File: config.mk
export PLATFORM = sky130hd
export DESIGN_NAME = set_bit_scanner
export DESIGN_NICKNAME = d
export VERILOG_FILES = /design/src/rtl/set_bit_scanner.sv
export SDC_FILE = /design/constraint.sdc
export NUM_CORES = 1
export LEC_CHECK = 0
export BUFFER_PORTS_ARGS = -buffer_cell sky130_fd_sc_hd__buf_2
export CORE_UTILIZATION = 50
export CTS_CLUSTER_DIAMETER = 80
export DETAILED_ROUTE_END_ITERATION = 8
export HOLD_SLACK_MARGIN = 0.05
export PLACE_DENSITY = 0.76
export SLEW_MARGIN = 25
export SYNTH_ARGS = -nofsm -noshare
export SYNTH_HDL_FRONTEND = slang
export SYNTH_SLANG_ARGS = --single-unit
File: constraint.sdc
create_clock -name clk_i -period 4.2 [get_ports clk_i]
set_input_delay 0.84 -clock clk_i [delete_from_list [all_inputs] [get_ports clk_i]]
set_output_delay 0.84 -clock clk_i [all_outputs]
set_load 0.05 [all_outputs]
File: src/rtl/set_bit_scanner.sv
// Purpose : streams every set bit of an accepted word, one beat per set bit, LSB- or MSB-first.
// Latency : first beat is valid the cycle after accept; one beat per cycle under ready_i = 1.
// Backpr. : while val_o & !ready_i all outputs and the residual hold; a new word is taken on the last handshake.
//
// Ports:
//   clk_i, arst_i            clock (rising edge), asynchronous active-high reset
//   data_i, msb_first_i      word to scan and its scan order, latched on accept
//   data_val_i/data_ready_o  input word handshake
//   onehot_o, index_o        one-hot mask and LSB-relative index of the current set bit
//   last_o, empty_o          final beat of the word / accepted word was all-zero
//   val_o/ready_i            output beat handshake
module set_bit_scanner #(
  parameter int DATA_W = 16,
  parameter int IDX_W  = $clog2(DATA_W)
) (
  input  logic              clk_i,
  input  logic              arst_i,
  input  logic [DATA_W-1:0] data_i,
  input  logic              msb_first_i,
  input  logic              data_val_i,
  output logic              data_ready_o,
  output logic [DATA_W-1:0] onehot_o,
  output logic [IDX_W-1:0]  index_o,
  output logic              last_o,
  output logic              empty_o,
  output logic              val_o,
  input  logic              ready_i
);

  localparam logic [0:0] IDLE = 1'b0;
  localparam logic [0:0] SCAN = 1'b1;

  localparam logic [DATA_W-1:0] ONE = {{(DATA_W-1){1'b0}}, 1'b1};

  logic [0:0]        state_q, state_d;
  logic [DATA_W-1:0] residual_q, residual_d;
  logic              msb_first_q, msb_first_d;
  logic              empty_q, empty_d;

  logic [DATA_W-1:0] pick_oh;
  logic [IDX_W-1:0]  pick_idx;
  logic              at_most_one;
  logic              out_hs;
  logic              accept;

  // Pick from the residual only, so data_i never reaches an output.
  // The residual is zero in IDLE, so the pick is zero there as well.
  always_comb begin
    pick_oh  = '0;
    pick_idx = '0;
    if (msb_first_q) begin
      // Ascending scan: the highest set bit is the last one to win.
      for (int i = 0; i < DATA_W; i++) begin
        if (residual_q[i]) begin
          pick_oh    = '0;
          pick_oh[i] = 1'b1;
          pick_idx   = IDX_W'(i);
        end
      end
    end else begin
      // Descending scan: the lowest set bit is the last one to win.
      for (int i = DATA_W - 1; i >= 0; i--) begin
        if (residual_q[i]) begin
          pick_oh    = '0;
          pick_oh[i] = 1'b1;
          pick_idx   = IDX_W'(i);
        end
      end
    end
  end

  // Zero or one bit left: covers both the final set bit and the empty word.
  assign at_most_one = ((residual_q & (residual_q - ONE)) == '0);

  assign val_o        = (state_q == SCAN);
  assign last_o       = val_o & at_most_one;
  assign empty_o      = val_o & empty_q;
  assign onehot_o     = pick_oh;
  assign index_o      = pick_idx;
  assign out_hs       = val_o & ready_i;
  // Reloading on the last handshake keeps words back-to-back without a bubble.
  assign data_ready_o = (state_q == IDLE) | (out_hs & last_o);
  assign accept       = data_val_i & data_ready_o;

  always_comb begin
    state_d     = state_q;
    residual_d  = residual_q;
    msb_first_d = msb_first_q;
    empty_d     = empty_q;
    if (out_hs) begin
      residual_d = residual_q & ~pick_oh;
      if (last_o) begin
        state_d = IDLE;
      end
    end
    // A same-cycle accept overrides the return to IDLE.
    if (accept) begin
      state_d     = SCAN;
      residual_d  = data_i;
      msb_first_d = msb_first_i;
      empty_d     = (data_i == '0);
    end
  end

  always_ff @(posedge clk_i or posedge arst_i) begin
    if (arst_i) begin
      state_q     <= IDLE;
      residual_q  <= '0;
      msb_first_q <= 1'b0;
      empty_q     <= 1'b0;
    end else begin
      state_q     <= state_d;
      residual_q  <= residual_d;
      msb_first_q <= msb_first_d;
      empty_q     <= empty_d;
    end
  end

endmodule

==> results of run 1 <==
routing by layer:
| metal | vias to the layer above | part of all wire | global-route usage |
|---|---|---|---|
| met3 | 13 | 0.080 | 0.02985 |
| met1 | 847 | 0.47 | 0.4303 |
| met2 | 91 | 0.43 | 0.3972 |
| met5 | - | 0 | 0 |
| met4 | 0 | 0.023 | 0.1096 |
| li1 | 901 | - | - |
cells in the mapped netlist, types with 4 or more instances:
cell type | instances | area [µm²]
and2_1 | 7 | 43.79
o31ai_1 | 4 | 30.03
a21oi_1 | 20 | 100.1
o21a_1 | 4 | 30.03
nand2_1 | 26 | 97.59
nor4_1 | 12 | 75.07
nor2_1 | 24 | 90.09
inv_1 | 11 | 41.29
o21ai_0 | 34 | 170.2
nor2b_1 | 8 | 50.05
buf_6 | 5 | 56.30
dfrtp_1 | 19 | 475.5
nor3_1 | 10 | 50.05
clkbuf_1 | 11 | 41.29
metrics by stage:
stage / instances / worst slack (ps) / total power [mW] / util
after global placement: 303 / 943.4 / 1.674 / 0.5940
after detailed placement: 303 / 915.3 / 1.670 / 0.5940
after global routing: 307 / 407.0 / 1.922 / 0.6024
final: 307 / 559.6 / 1.782 / 0.6024
after CTS: 307 / 575.4 / 1.763 / 0.6024
after floorplan: 233 / 986.2 / 1.448 / -
state kept, by name, summed over array words and instances (netlist names):
register and cells:
msb_first_q 1, val_o 1, residual_q 16, empty_q 1
worst paths after layout:
check                               from  cells after the start             end  slack (ps)
max                        residual_q[5]                      7    data_ready_o         560
min                              empty_q                      2         empty_q         540
max reg2reg                residual_q[5]                      6     msb_first_q        1090
min reg2reg                      empty_q                      2         empty_q         540
max in group asynchronous         arst_i                      2  residual_q[13]        3110
min in group asynchronous         arst_i                      2  residual_q[15]         640
worst max-delay path, cell delays in order (launching register included):
cell	delay, ps
dfrtp_1	530
or4_4	580
nor2_1	230
a22oi_1	130
a2111o_1	470
nor2_1	150
a21bo_2	150
buf_2	250
cell usage in the layout (no fill, tap or decap), types with 3 or more instances in the layout:
cell,netlist,final
buf_2,2,44
o21ai_0,34,34
nand2_1,26,26
nor2_1,24,24
a21oi_1,20,20
dfrtp_1,19,19
nor4_1,12,12
inv_1,11,11
nor3_1,10,10
nor2b_1,8,8
and2_1,7,7
o21a_1,4,4
o31ai_1,4,4
or4_4,3,3
clkbuf_4,0,3
final cells by class:
cell class,count,area share
clock buffer,4,0.01383
tap,44,0.02899
multi-input combinational,185,0.5692
inverter,11,0.02174
sequential,19,0.2503
timing repair buffer,44,0.1159
report_power, final:
| group | switching (mW) | internal, mW |
|---|---|---|
| logic | 0.877 | 0.411 |
| registers | 0.160 | 0.243 |
| clock network | 0.0541 | 0.0370 |
kinds of logic (layout without fill, tap and decap cells):
group	after synthesis	in the layout	synth area share
and+or+nand+nor	98	98	0.2869
AOI/OAI and AO/OA	83	83	0.3177
buffers and inverters	29	59	0.08731
DFF	19	19	0.2788
muxes	3	3	0.02348
adders and majority gates	1	1	0.005870
==> flow_metrics.env, run 1 <==
export IMPL_end_kind="output port"
export IMPL_yosysSeqAreaShare=0.2788
export IMPL_status="completed"
export IMPL_diodes=0
export IMPL_critPathRequiredTime_ps=3360
export IMPL_cts_made_buffers=3
export IMPL_drc=0
export IMPL_ant_nets=0
export IMPL_rows=20
export IMPL_vias_per_cell=6.033
export IMPL_start_util=0.5409
export IMPL_setup_worst_path_start_class="flip-flop"
export IMPL_slew_viol_final=0
export IMPL_cts_max_level=1
export IMPL_worstPathArrival_ps=2800
export IMPL_synthArstFlopShare=1.000
export IMPL_nFillCells=328
export IMPL_worstSetupPathType="flip-flop to output port"
export IMPL_rsz0062_at_grt="false"
export IMPL_peakVddDrop_mv=0.6012
export IMPL_clk_pin_slew_ps=100
export IMPL_drt_pass1_iter_count=5
export IMPL_antenna_found_initial=0
export IMPL_drive_above_1_share=0.2281
export IMPL_die_w_um=60.40
export IMPL_hold_violations=0
export IMPL_insertion_delay_ps=290
export IMPL_cts_resized=0
export IMPL_cts_setup_buffers=0
export IMPL_synth_flop_cell="dfrtp_1"
export IMPL_gp_congestion=0.8972
export IMPL_holdCritPathClass="flip-flop to flip-flop"
export IMPL_dp_hpwl_mm=3.497
export IMPL_groute_usage_overall=0.2789
export IMPL_wirelength_mm=4.500
export IMPL_synthesis_area_um2=1705
export IMPL_tns_ps=0
export IMPL_avgSynthCellArea_um2=7.319
export IMPL_period_minus_slack_ps=3640
export IMPL_crit_fanout=14
export IMPL_synth_distinct_cells=40
export IMPL_place_area_um2=1873
export IMPL_core_um2=3153
export IMPL_cts_tree="yes"
export IMPL_fin_skew_ps=4.784
export IMPL_wl_per_cell_um=14.66
export IMPL_synth_nets=254
export IMPL_min_period_over_period=0.8668
export IMPL_finalSetupViolations=0
export IMPL_die_y_um=60.40
export IMPL_ctsLongestPathBuffers=2
export IMPL_root_buffer="clkbuf_4"
export IMPL_drt_iter0_markers=153
export IMPL_overflow=0
export IMPL_powerDensity_nw_per_um2=938.1
export IMPL_grt_pass1_vias=1639
export IMPL_clock_sinks=19
export IMPL_ys_seq_elements=19
export IMPL_finish_instance_area_um2=1899
export IMPL_grt_pass1_wl_mm=7.638
export IMPL_synth_edf_count=0
export IMPL_yosysWarnings=0
export IMPL_fin_nets=285
export IMPL_multi_input_area_um2=1081
export IMPL_timing_hold_ws_ps=544.1
export IMPL_fmax_mhz=274.7
export IMPL_syn_inst=233
export IMPL_cap_violations=0
export IMPL_leakagePower_nw=0.8197
export IMPL_regArea_um2=475.5
export IMPL_num_io_pins=45
export IMPL_dieArea_um2=3648
export IMPL_cts_hold_buf=0
export IMPL_grt_max_degree=20
export IMPL_areaGrowthSynthToFinish_pct=11.37
export IMPL_io_buffers=44
export IMPL_num_vias=1852
export IMPL_worst_pin_slew_ps=912.9
export IMPL_slew_headroom=0.3891
(Power assumes the default switching activity.)
==> run 2: changes to the inputs <==
--- a/config.mk
+++ b/config.mk
@@ -6,6 +6,7 @@
 export NUM_CORES = 1
 export LEC_CHECK = 0
 export BUFFER_PORTS_ARGS = -buffer_cell sky130_fd_sc_hd__buf_2
+export CORE_ASPECT_RATIO = 1.75
 export CORE_UTILIZATION = 50
 export CTS_CLUSTER_DIAMETER = 80
 export DETAILED_ROUTE_END_ITERATION = 8
==> flow_metrics.env, run 2 (synthesis results as in run 1) <==
export IMPL_status="completed"
export IMPL_die_y_um=79.26
export IMPL_die_w_um=46.15
export IMPL_fmax_mhz=278.3
export IMPL_rsz0062_at_grt="false"
export IMPL_cts_setup_buffers=0
export IMPL_final_common_cell="buf_2"
export IMPL_nFillCells=326
export IMPL_wl_per_cell_um=15.45
export IMPL_min_period_over_period=0.8554
export IMPL_gp_congestion=0.8975
export IMPL_vias_per_cell=5.958
export IMPL_slew_headroom=0.4577
export IMPL_diodes=0
export IMPL_cts_made_buffers=3
export IMPL_grt_pass1_wl_mm=7.928
export IMPL_hold_violations=0
export IMPL_slew_viol_final=0
export IMPL_setup_worst_path_start_class="flip-flop"
export IMPL_min_to="empty_q"
export IMPL_worstRegToRegCells=6
export IMPL_rrSetupSlack_ps=1120
export IMPL_cts_hold_buf=0
export IMPL_root_buffer="clkbuf_8"
export IMPL_final_cell_mix="44 x buf_2, 34 x o21ai_0, 26 x nand2_1, 24 x nor2_1, 20 x a21oi_1"
export IMPL_insertion_delay_ps=250
export IMPL_largest_reg_flops=16
export IMPL_num_io_pins=45
export IMPL_clk_pin_slew_ps=70
export IMPL_overflow=0
export IMPL_largest_register="residual_q"
export IMPL_dp_hpwl_mm=3.741
export IMPL_fin_nets=285
export IMPL_min_path_cells=2
export IMPL_cts_tree="yes"
export IMPL_dp_cells=302
export IMPL_drt_pass1_iter_count=4
export IMPL_groute_usage_overall=0.2872
export IMPL_cp_slowest_stage_delay_ps=630
export IMPL_cap_violations=0
export IMPL_powerDensity_nw_per_um2=951.4
export IMPL_io_buffers=44
export IMPL_rows=27
export IMPL_r2r_end="residual_q[0]"
export IMPL_drc=0
export IMPL_drt_iter0_markers=97
export IMPL_start_util=0.5314
export IMPL_cp_cell_sequence="or4_4 > nor2_1 > a22oi_1 > a2111o_1 > nor2_1 > a21bo_2 > buf_2"
export IMPL_grt_pass1_vias=1763
export IMPL_tns_ps=0
export IMPL_drive_above_1_share=0.2319
export IMPL_num_vias=1823
export IMPL_worst_pin_slew_ps=810.4
export IMPL_leakagePower_nw=0.8302
export IMPL_clock_sinks=19
export IMPL_period_minus_slack_ps=3593
export IMPL_fin_skew_ps=1.636
export IMPL_worstPathArrival_ps=2750
export IMPL_cts_resized=0
export IMPL_crit_fanout=11
export IMPL_dieArea_um2=3657
export IMPL_worstSetupPathType="flip-flop to output port"
export IMPL_slowest_stage="or4_4"
export IMPL_wirelength_mm=4.727
export IMPL_core_um2=3209
export IMPL_areaGrowthSynthToFinish_pct=12.47
export IMPL_crit_family="simple AND/OR/NAND/NOR gates"
export IMPL_antenna_found_initial=0
export IMPL_holdCritPathClass="flip-flop to flip-flop"
export IMPL_ctsLongestPathBuffers=2
export IMPL_cp_num_buf_inv=1
export IMPL_peakVddDrop_mv=0.6679
export IMPL_ant_nets=0
export IMPL_cp_common_cell="nor2_1"
export IMPL_critPathRequiredTime_ps=3360
export IMPL_worstHoldStart="empty_q"
export IMPL_finalSetupViolations=0
export IMPL_timing_rr_start="residual_q[7]"
export IMPL_end_kind="output port"
export IMPL_grt_max_degree=20
export IMPL_cts_max_level=1
export IMPL_final_cells=306
[run 2: worst max path at each step]
stage / startpoint / endpoint / slack (ps) / depth (start not counted)
floorplan: residual_q[10] / last_o / 990 / 8
detailed placement: residual_q[7] / data_ready_o / 900 / 7
global route: residual_q[7] / last_o / 480 / 7
CTS: residual_q[7] / data_ready_o / 620 / 7
finish: residual_q[7] / data_ready_o / 610 / 7
global placement: residual_q[7] / data_ready_o / 950 / 7
[run 2: metal layers]
metal | vias up | part of all wire | global-route usage
li1 | 893 | - | -
met1 | 834 | 0.40 | 0.3631
met2 | 82 | 0.52 | 0.4690
met3 | 14 | 0.052 | 0.03636
met4 | 0 | 0.024 | 0.1235
met5 | - | 0 | 0
[run 2: where the power goes]
| part | switching [mW] | internal (mW) |
|---|---|---|
| registers | 0.163 | 0.243 |
| logic | 0.881 | 0.411 |
| clock network | 0.0604 | 0.0659 |
[run 2: metrics by stage]
step | hold WS, ps | area, µm² | power (mW) | util | worst slack (ps)
after floorplan | 488.1 | 1705 | 1.448 | - | 986.2
after global placement | 534.7 | 1872 | 1.680 | 0.5832 | 948.6
after detailed placement | 545.3 | 1872 | 1.684 | 0.5832 | 904.2
after CTS | 556.6 | 1918 | 1.813 | 0.5977 | 624.2
after global routing | 566.8 | 1918 | 1.964 | 0.5977 | 483.0
final | 550.8 | 1918 | 1.825 | 0.5977 | 607.1
[run 2: worst reg2reg max path, delay by kind of cell, from the launching register on]
family          cells  cell delay, ps
compound gates      3            1270
simple gates        2             860
mux                 1             350
flops               1             490
[run 2: layout make-up]
type                            count  area, µm²  area share
Multi-Input combinational cell    185       1081      0.5636
Inverter                           11      41.29     0.02153
Sequential cell                    19      475.5      0.2479
Tap cell                           43      53.80     0.02805
Clock buffer                        3      41.29     0.02153
Timing Repair Buffer               44      220.2      0.1148
Clock inverter                      1      5.005    0.002609
